**src/rtl/fifo_arb_pkg.sv**
```systemverilog
// Shared types and helpers for the round-robin FIFO write arbiter.
package fifo_arb_pkg;

    typedef enum logic {
        ARB_IDLE  = 1'b0,
        ARB_BURST = 1'b1
    } arb_state_t;

    // Index width that never collapses to zero bits for tiny counts.
    function automatic int clog2_min1(input int n);
        return (n <= 2) ? 1 : $clog2(n);
    endfunction

endpackage

```
**src/rtl/fifo_wr_arbiter_rr_picker.sv**
```systemverilog
// Combinational round-robin picker: first set request at or above ptr, wrapping modulo N.
module rr_picker
    import fifo_arb_pkg::*;
#(
    parameter int N  = 4,
    parameter int IW = clog2_min1(N)
) (
    input  logic [N-1:0]  req,
    input  logic [IW-1:0] ptr,
    output logic [IW-1:0] winner,
    output logic          any_req
);

    localparam int SW = IW + 1;

    logic [N-1:0]  rot;
    logic [IW-1:0] off;
    logic          found;
    logic [SW-1:0] sum;

    always_comb begin
        // Rotating the doubled vector puts requester ptr at bit 0.
        rot   = N'({req, req} >> ptr);
        off   = '0;
        found = 1'b0;
        for (int i = 0; i < N; i++) begin
            if (!found && rot[i]) begin
                off   = IW'(i);
                found = 1'b1;
            end
        end
        sum = {1'b0, ptr} + {1'b0, off};
        if (sum >= SW'(N)) begin
            sum = sum - SW'(N);
        end
        winner = sum[IW-1:0];
    end

    assign any_req = |req;

endmodule

```
**src/rtl/fifo_wr_arbiter.sv**
```systemverilog
// Round-robin arbiter sharing one FIFO write port among N_REQ producers,
// granting one producer at a time for a burst of at most MAX_BURST beats.
module fifo_wr_arbiter
    import fifo_arb_pkg::*;
#(
    parameter int  N_REQ     = 4,
    parameter int  WIDTH     = 32,
    parameter int  MAX_BURST = 4,
    localparam int GW        = clog2_min1(N_REQ),
    localparam int BW        = clog2_min1(MAX_BURST)
) (
    input  logic                   clk,
    input  logic                   rst,
    input  logic [N_REQ-1:0]       req_valid,
    input  logic [N_REQ*WIDTH-1:0] req_data,
    input  logic [N_REQ-1:0]       req_last,
    output logic [N_REQ-1:0]       req_ready,
    output logic                   fifo_wr_en,
    output logic [WIDTH-1:0]       fifo_wr_data,
    input  logic                   fifo_full,
    output logic                   grant_valid,
    output logic [GW-1:0]          grant_id,
    output arb_state_t             dbg_state,
    output logic [GW-1:0]          dbg_rr_ptr,
    output logic [BW-1:0]          dbg_beat_cnt
);

    // Handshake: a beat moves from requester i when req_valid[i] and req_ready[i]
    // are both high at a rising clk edge; the requester holds req_data/req_last
    // stable while valid and not ready, and ready never depends on anything but
    // the grant and fifo_full, so no combinational loop back to the producer.

    arb_state_t     state;
    logic [GW-1:0]  rr_ptr;
    logic [BW-1:0]  beat_cnt;

    logic [GW-1:0]  winner;
    logic           any_req;

    logic           in_burst;
    logic           g_valid;
    logic           g_last;
    logic [WIDTH-1:0] g_data;
    logic           xfer;

    rr_picker #(
        .N  (N_REQ),
        .IW (GW)
    ) u_picker (
        .req     (req_valid),
        .ptr     (rr_ptr),
        .winner  (winner),
        .any_req (any_req)
    );

    // Select the granted requester's lane.
    always_comb begin
        g_valid = 1'b0;
        g_last  = 1'b0;
        g_data  = '0;
        for (int i = 0; i < N_REQ; i++) begin
            if (grant_id == GW'(i)) begin
                g_valid = req_valid[i];
                g_last  = req_last[i];
                g_data  = req_data[i*WIDTH +: WIDTH];
            end
        end
    end

    assign in_burst = (state == ARB_BURST);

    always_comb begin
        req_ready = '0;
        for (int i = 0; i < N_REQ; i++) begin
            if (in_burst && !fifo_full && grant_id == GW'(i)) begin
                req_ready[i] = 1'b1;
            end
        end
    end

    // The write data is forced to zero outside a grant so idle cycles are clean.
    assign fifo_wr_en   = in_burst & g_valid & ~fifo_full;
    assign fifo_wr_data = in_burst ? g_data : '0;
    assign xfer         = fifo_wr_en;

    always_ff @(posedge clk or posedge rst) begin
        if (rst) begin
            state    <= ARB_IDLE;
            grant_id <= '0;
            rr_ptr   <= '0;
            beat_cnt <= '0;
        end else begin
            case (state)
                ARB_IDLE: begin
                    if (any_req) begin
                        grant_id <= winner;
                        rr_ptr   <= (winner == GW'(N_REQ - 1)) ? '0 : winner + 1'b1;
                        beat_cnt <= '0;
                        state    <= ARB_BURST;
                    end
                end
                ARB_BURST: begin
                    if (!g_valid) begin
                        state <= ARB_IDLE;
                    end else if (xfer) begin
                        beat_cnt <= beat_cnt + 1'b1;
                        if (g_last || beat_cnt == BW'(MAX_BURST - 1)) begin
                            state <= ARB_IDLE;
                        end
                    end
                end
                default: state <= ARB_IDLE;
            endcase
        end
    end

    assign grant_valid  = in_burst;
    assign dbg_state    = state;
    assign dbg_rr_ptr   = rr_ptr;
    assign dbg_beat_cnt = beat_cnt;

endmodule

```
**config.mk**
```make
export PLATFORM = sky130hd
export DESIGN_NAME = fifo_wr_arbiter
export DESIGN_NICKNAME = d
export VERILOG_FILES = /design/src/rtl/fifo_arb_pkg.sv /design/src/rtl/fifo_wr_arbiter_rr_picker.sv /design/src/rtl/fifo_wr_arbiter.sv
export SDC_FILE = /design/constraint.sdc
export NUM_CORES = 1
export LEC_CHECK = 0
export CORE_AREA = 10 10 64 66
export DETAILED_ROUTE_END_ITERATION = 12
export DIE_AREA = 0 0 74 76
export DONT_BUFFER_PORTS = 1
export PLACE_DENSITY_LB_ADDON = 0.1
export RECOVER_POWER = 100
export SETUP_SLACK_MARGIN = 0.05
export SYNTH_ARGS = -nofsm -noshare
export SYNTH_HDL_FRONTEND = slang
export SYNTH_SLANG_ARGS = --single-unit
```
**constraint.sdc**
```tcl
create_clock -name clk -period 7.1 [get_ports clk]
set_clock_uncertainty 0.1 [all_clocks]
set_input_delay 0.71 -clock clk [delete_from_list [all_inputs] [get_ports clk]]
set_output_delay 0.71 -clock clk [all_outputs]
set_load 0.01 [all_outputs]
```
==> results_dict.tcl <==
set metrics [dict create \
    dp_hpwl_um 5705 \
    multiplexer_share_of_the_synthesized_area_pct 48.16 \
    crit_type "flop to primary output" \
    utilization_pct 54.62 \
    worstHoldPathType "input pin to asynchronous set/reset pin" \
    drt_first_iter_violations 49 \
    final.period_utilization_pct 54.04 \
    yosys-top-cells-count "sky130_fd_sc_hd__mux4_2, sky130_fd_sc_hd__and2_1, sky130_fd_sc_hd__nand2_1, sky130_fd_sc_hd__dfrtp_1, sky130_fd_sc_hd__nor2_1" \
    clock_tree.htree_level_count 1 \
    io_buffers 0 \
    synth_enable_flop_cells 0 \
    ys_seq_elements 7 \
    status "finished, violations left" \
    area_growth_pct -1.844 \
    drive_above_1_share_pct 29.50 \
    vdd.ir_drop.worst_v 0.0002534 \
    switchingPower_mw 0.3594 \
    yosys_most_used_dff "sky130_fd_sc_hd__dfrtp_1" \
    antennaDiodeCount 0 \
    unrepaired_setup_endpoints_after_global_routing "no" \
    die_h_um 76 \
    total_wirelength_of_the_detailed_routed_design_um 6431 \
    detailroute.via_count 1278 \
    critPathLaunchType "flop" \
    critPathMaxFanout 40 \
    layout.area.seq_um2 175.2 \
    routed_via_density 7.430 \
    post_synth_fa_ha_maj_area_fraction_pct 1.536 \
    clkLatencyLatePin_ps 250 \
    worstPathRequired_ps 6290 \
    timing.max_slew.rel_slack_pct -42.31 \
    tritoncts "built" \
    netSwitchingFraction_pct 49.92 \
    first_global_vias 1380 \
    final.hold.worst_slack_ps 170.6 \
    critical_path_arrival_ps 3030 \
    post-route-drc-count 0 \
    syn-instance-count 150 \
    nNetsFinal 281 \
    share_of_total_power_in_combinational_logic_pct 69.0 \
    stdcell_area_um2 1599 \
    post_cts.repair.setup_buffers 0 \
    stdcell_count 172 \
    multi_input_comb_area_um2 1334 \
    synth.largest_area_cell "sky130_fd_sc_hd__mux4_2" \
    synth_xor_area_share_pct 1.613 \
    timing.final.setup_violations 0 \
    final.setup.tns_ps 0 \
    post-synth-top-area-fraction_pct 45.62 \
    post-synth-top-count-cell "sky130_fd_sc_hd__mux4_2" \
    placed_cell_area_um2 1578 \
    p_int_mw 0.3605 \
    slew_violations 40 \
    clock-sinks 7 \
    cts_repair_resize_count 0 \
    crit_path_end_kind "primary output" \
    chipWidth_um 74 \
    fillerInstances 252 \
    grt_antenna_before_repair 0 \
    global_route_wire_length_before_repair_um 8942 \
    finalWeightedCongestion 0.7993 \
    avgSynthCellArea_um2 10.86 \
    power-per-cell-area_nw_per_um2 450.2 \
    period_minus_slack_ps 3837 \
    syn-cell-area_um2 1629 \
    top_achievable_clock_speed_mhz 260.6 \
    worst-slew-pin-transition_ps 2135 \
    initial_utilization_pct 55.64 \
    failing_checks "max-capacitance violations, max-slew violations" \
    top_level_ports 184 \
    synth-compound-area-share_pct 7.450 \
    synth_top_family_by_area "multiplexers" \
    async_s_r_ff_share_synth_pct 100.0 \
    drtPass1Iterations 4 \
    share_seq_of_total_power_pct 26.1 \
    cts-root-to-sink-buffers 2 \
    core_area_um2 2928 \
    grt_start_max_net_pins 41 \
    num_rows 20 \
    hold_vio_cnt_final 0 \
    die_area_um2 5624 \
    yosys.area_share.simple_pct 23.12 \
    detail_route.wl_per_cell_um 37.39 \
    ys.warnings.count 0 \
    ys_top_cells_by_area "sky130_fd_sc_hd__mux4_2, sky130_fd_sc_hd__and2_1, sky130_fd_sc_hd__dfrtp_1, sky130_fd_sc_hd__nand2_1, sky130_fd_sc_hd__buf_6" \
    cell_leakage_power_nw 0.5583 \
    route.antenna.remaining_nets 0 \
    clock_tree.root_cell "sky130_fd_sc_hd__clkbuf_4" \
    max_cap_viols 1 \
    synth.lib_cells_used.distinct 37 \
    grt.overflow.total 0 \
    synth_nets 291 \
    place.detailed.instances 168 \
    clockPowerShare_pct 4.9 \
    clk_transition_reported_paths_ps 50 \
    postCtsHoldBufs 0 \
    gr-usage-all-layers_pct 20.94 \
    cts_inserted_buffers 3 \
    yosysSeqAreaShare_pct 10.75 \
]
-- stage by stage --
| step | power (mW) | setup slack, ps |
|---|---|---|
| after floorplan | 0.6398 | 4558 |
| after global placement | 0.6815 | 4229 |
| after detailed placement | 0.6955 | 4183 |
| after CTS | 0.7314 | 3916 |
| after global routing | 0.7923 | 2879 |
| final | 0.7199 | 3263 |
-- cells in the final DEF (no fill, tap or decap), types with 2 or more instances in the layout --
cell / Yosys / layout
sky130_fd_sc_hd__a21oi_1: 2 / 2
sky130_fd_sc_hd__a221oi_1: 2 / 2
sky130_fd_sc_hd__and2_0: 0 / 32
sky130_fd_sc_hd__clkbuf_1: 5 / 2
sky130_fd_sc_hd__clkbuf_4: 0 / 3
sky130_fd_sc_hd__dfrtp_1: 7 / 7
sky130_fd_sc_hd__ha_1: 2 / 2
sky130_fd_sc_hd__inv_1: 5 / 5
sky130_fd_sc_hd__mux4_2: 33 / 33
sky130_fd_sc_hd__nand2_1: 13 / 13
sky130_fd_sc_hd__nand3_1: 2 / 2
sky130_fd_sc_hd__nor2_1: 6 / 6
sky130_fd_sc_hd__nor2b_1: 3 / 3
sky130_fd_sc_hd__nor3_1: 3 / 3
sky130_fd_sc_hd__o21ai_0: 4 / 4
sky130_fd_sc_hd__xnor2_1: 2 / 2
-- state kept, by name, summed over array words and instances (netlist names) --
name,cells
dbg_rr_ptr,2
dbg_beat_cnt,2
dbg_state,1
grant_id,2
-- metal layers --
layer	GRT usage, %	vias to the layer above	routed length [um]
met2	38.05	92	3515
met5	0	-	0
met4	6.903	0	235
met1	19.45	612	1880
met3	9.766	18	800
li1	-	556	-
-- layout make-up --
| cell class | instances | share of cell area [%] |
|---|---|---|
| Multi-Input combinational cell | 122 | 83.41 |
| Tap cell | 33 | 2.582 |
| Sequential cell | 7 | 10.95 |
| Clock buffer | 4 | 1.643 |
| Inverter | 5 | 1.174 |
| Timing Repair Buffer | 1 | 0.2347 |
-- worst max-delay path, stage by stage (launching register included) --
cell and delay (ps):
sky130_fd_sc_hd__dfrtp_1 1790, sky130_fd_sc_hd__mux4_1 750, sky130_fd_sc_hd__nand2_1 140, sky130_fd_sc_hd__inv_1 100
-- power groups by stage --
stage | Combinational, mW | Sequential [mW] | Clock (mW)
after global routing | 0.543 | 0.210 | 0.0397
final | 0.497 | 0.188 | 0.0353
after CTS | 0.503 | 0.192 | 0.0366
after global placement | 0.493 | 0.189 | 0
after detailed placement | 0.503 | 0.193 | 0
after floorplan | 0.551 | 0.0889 | 0
-- worst paths after layout --
| kind | start | to | slack [ps] | cells past startpoint |
|---|---|---|---|---|
| max in group asynchronous | rst | grant_id[1] | 6520 | 1 |
| min in group clk | dbg_beat_cnt[0] | dbg_beat_cnt[0] | 500 | 1 |
| min reg2reg | dbg_beat_cnt[0] | dbg_beat_cnt[0] | 500 | 1 |
| max reg2reg | grant_id[0] | dbg_beat_cnt[1] | 4000 | 5 |
| max | grant_id[0] | fifo_wr_en | 3260 | 3 |
| min | rst | dbg_beat_cnt[0] | 170 | 1 |
-- logic make-up (layout without fill, tap and decap cells) --
group	after synthesis	in the layout
compound gates	15	15
xor+xnor	3	3
fa+ha+maj	2	2
buf+inv	21	10
flops	7	7
mux	35	35
simple gates	67	67
Note: power is estimated with default switching activity, not from simulation.
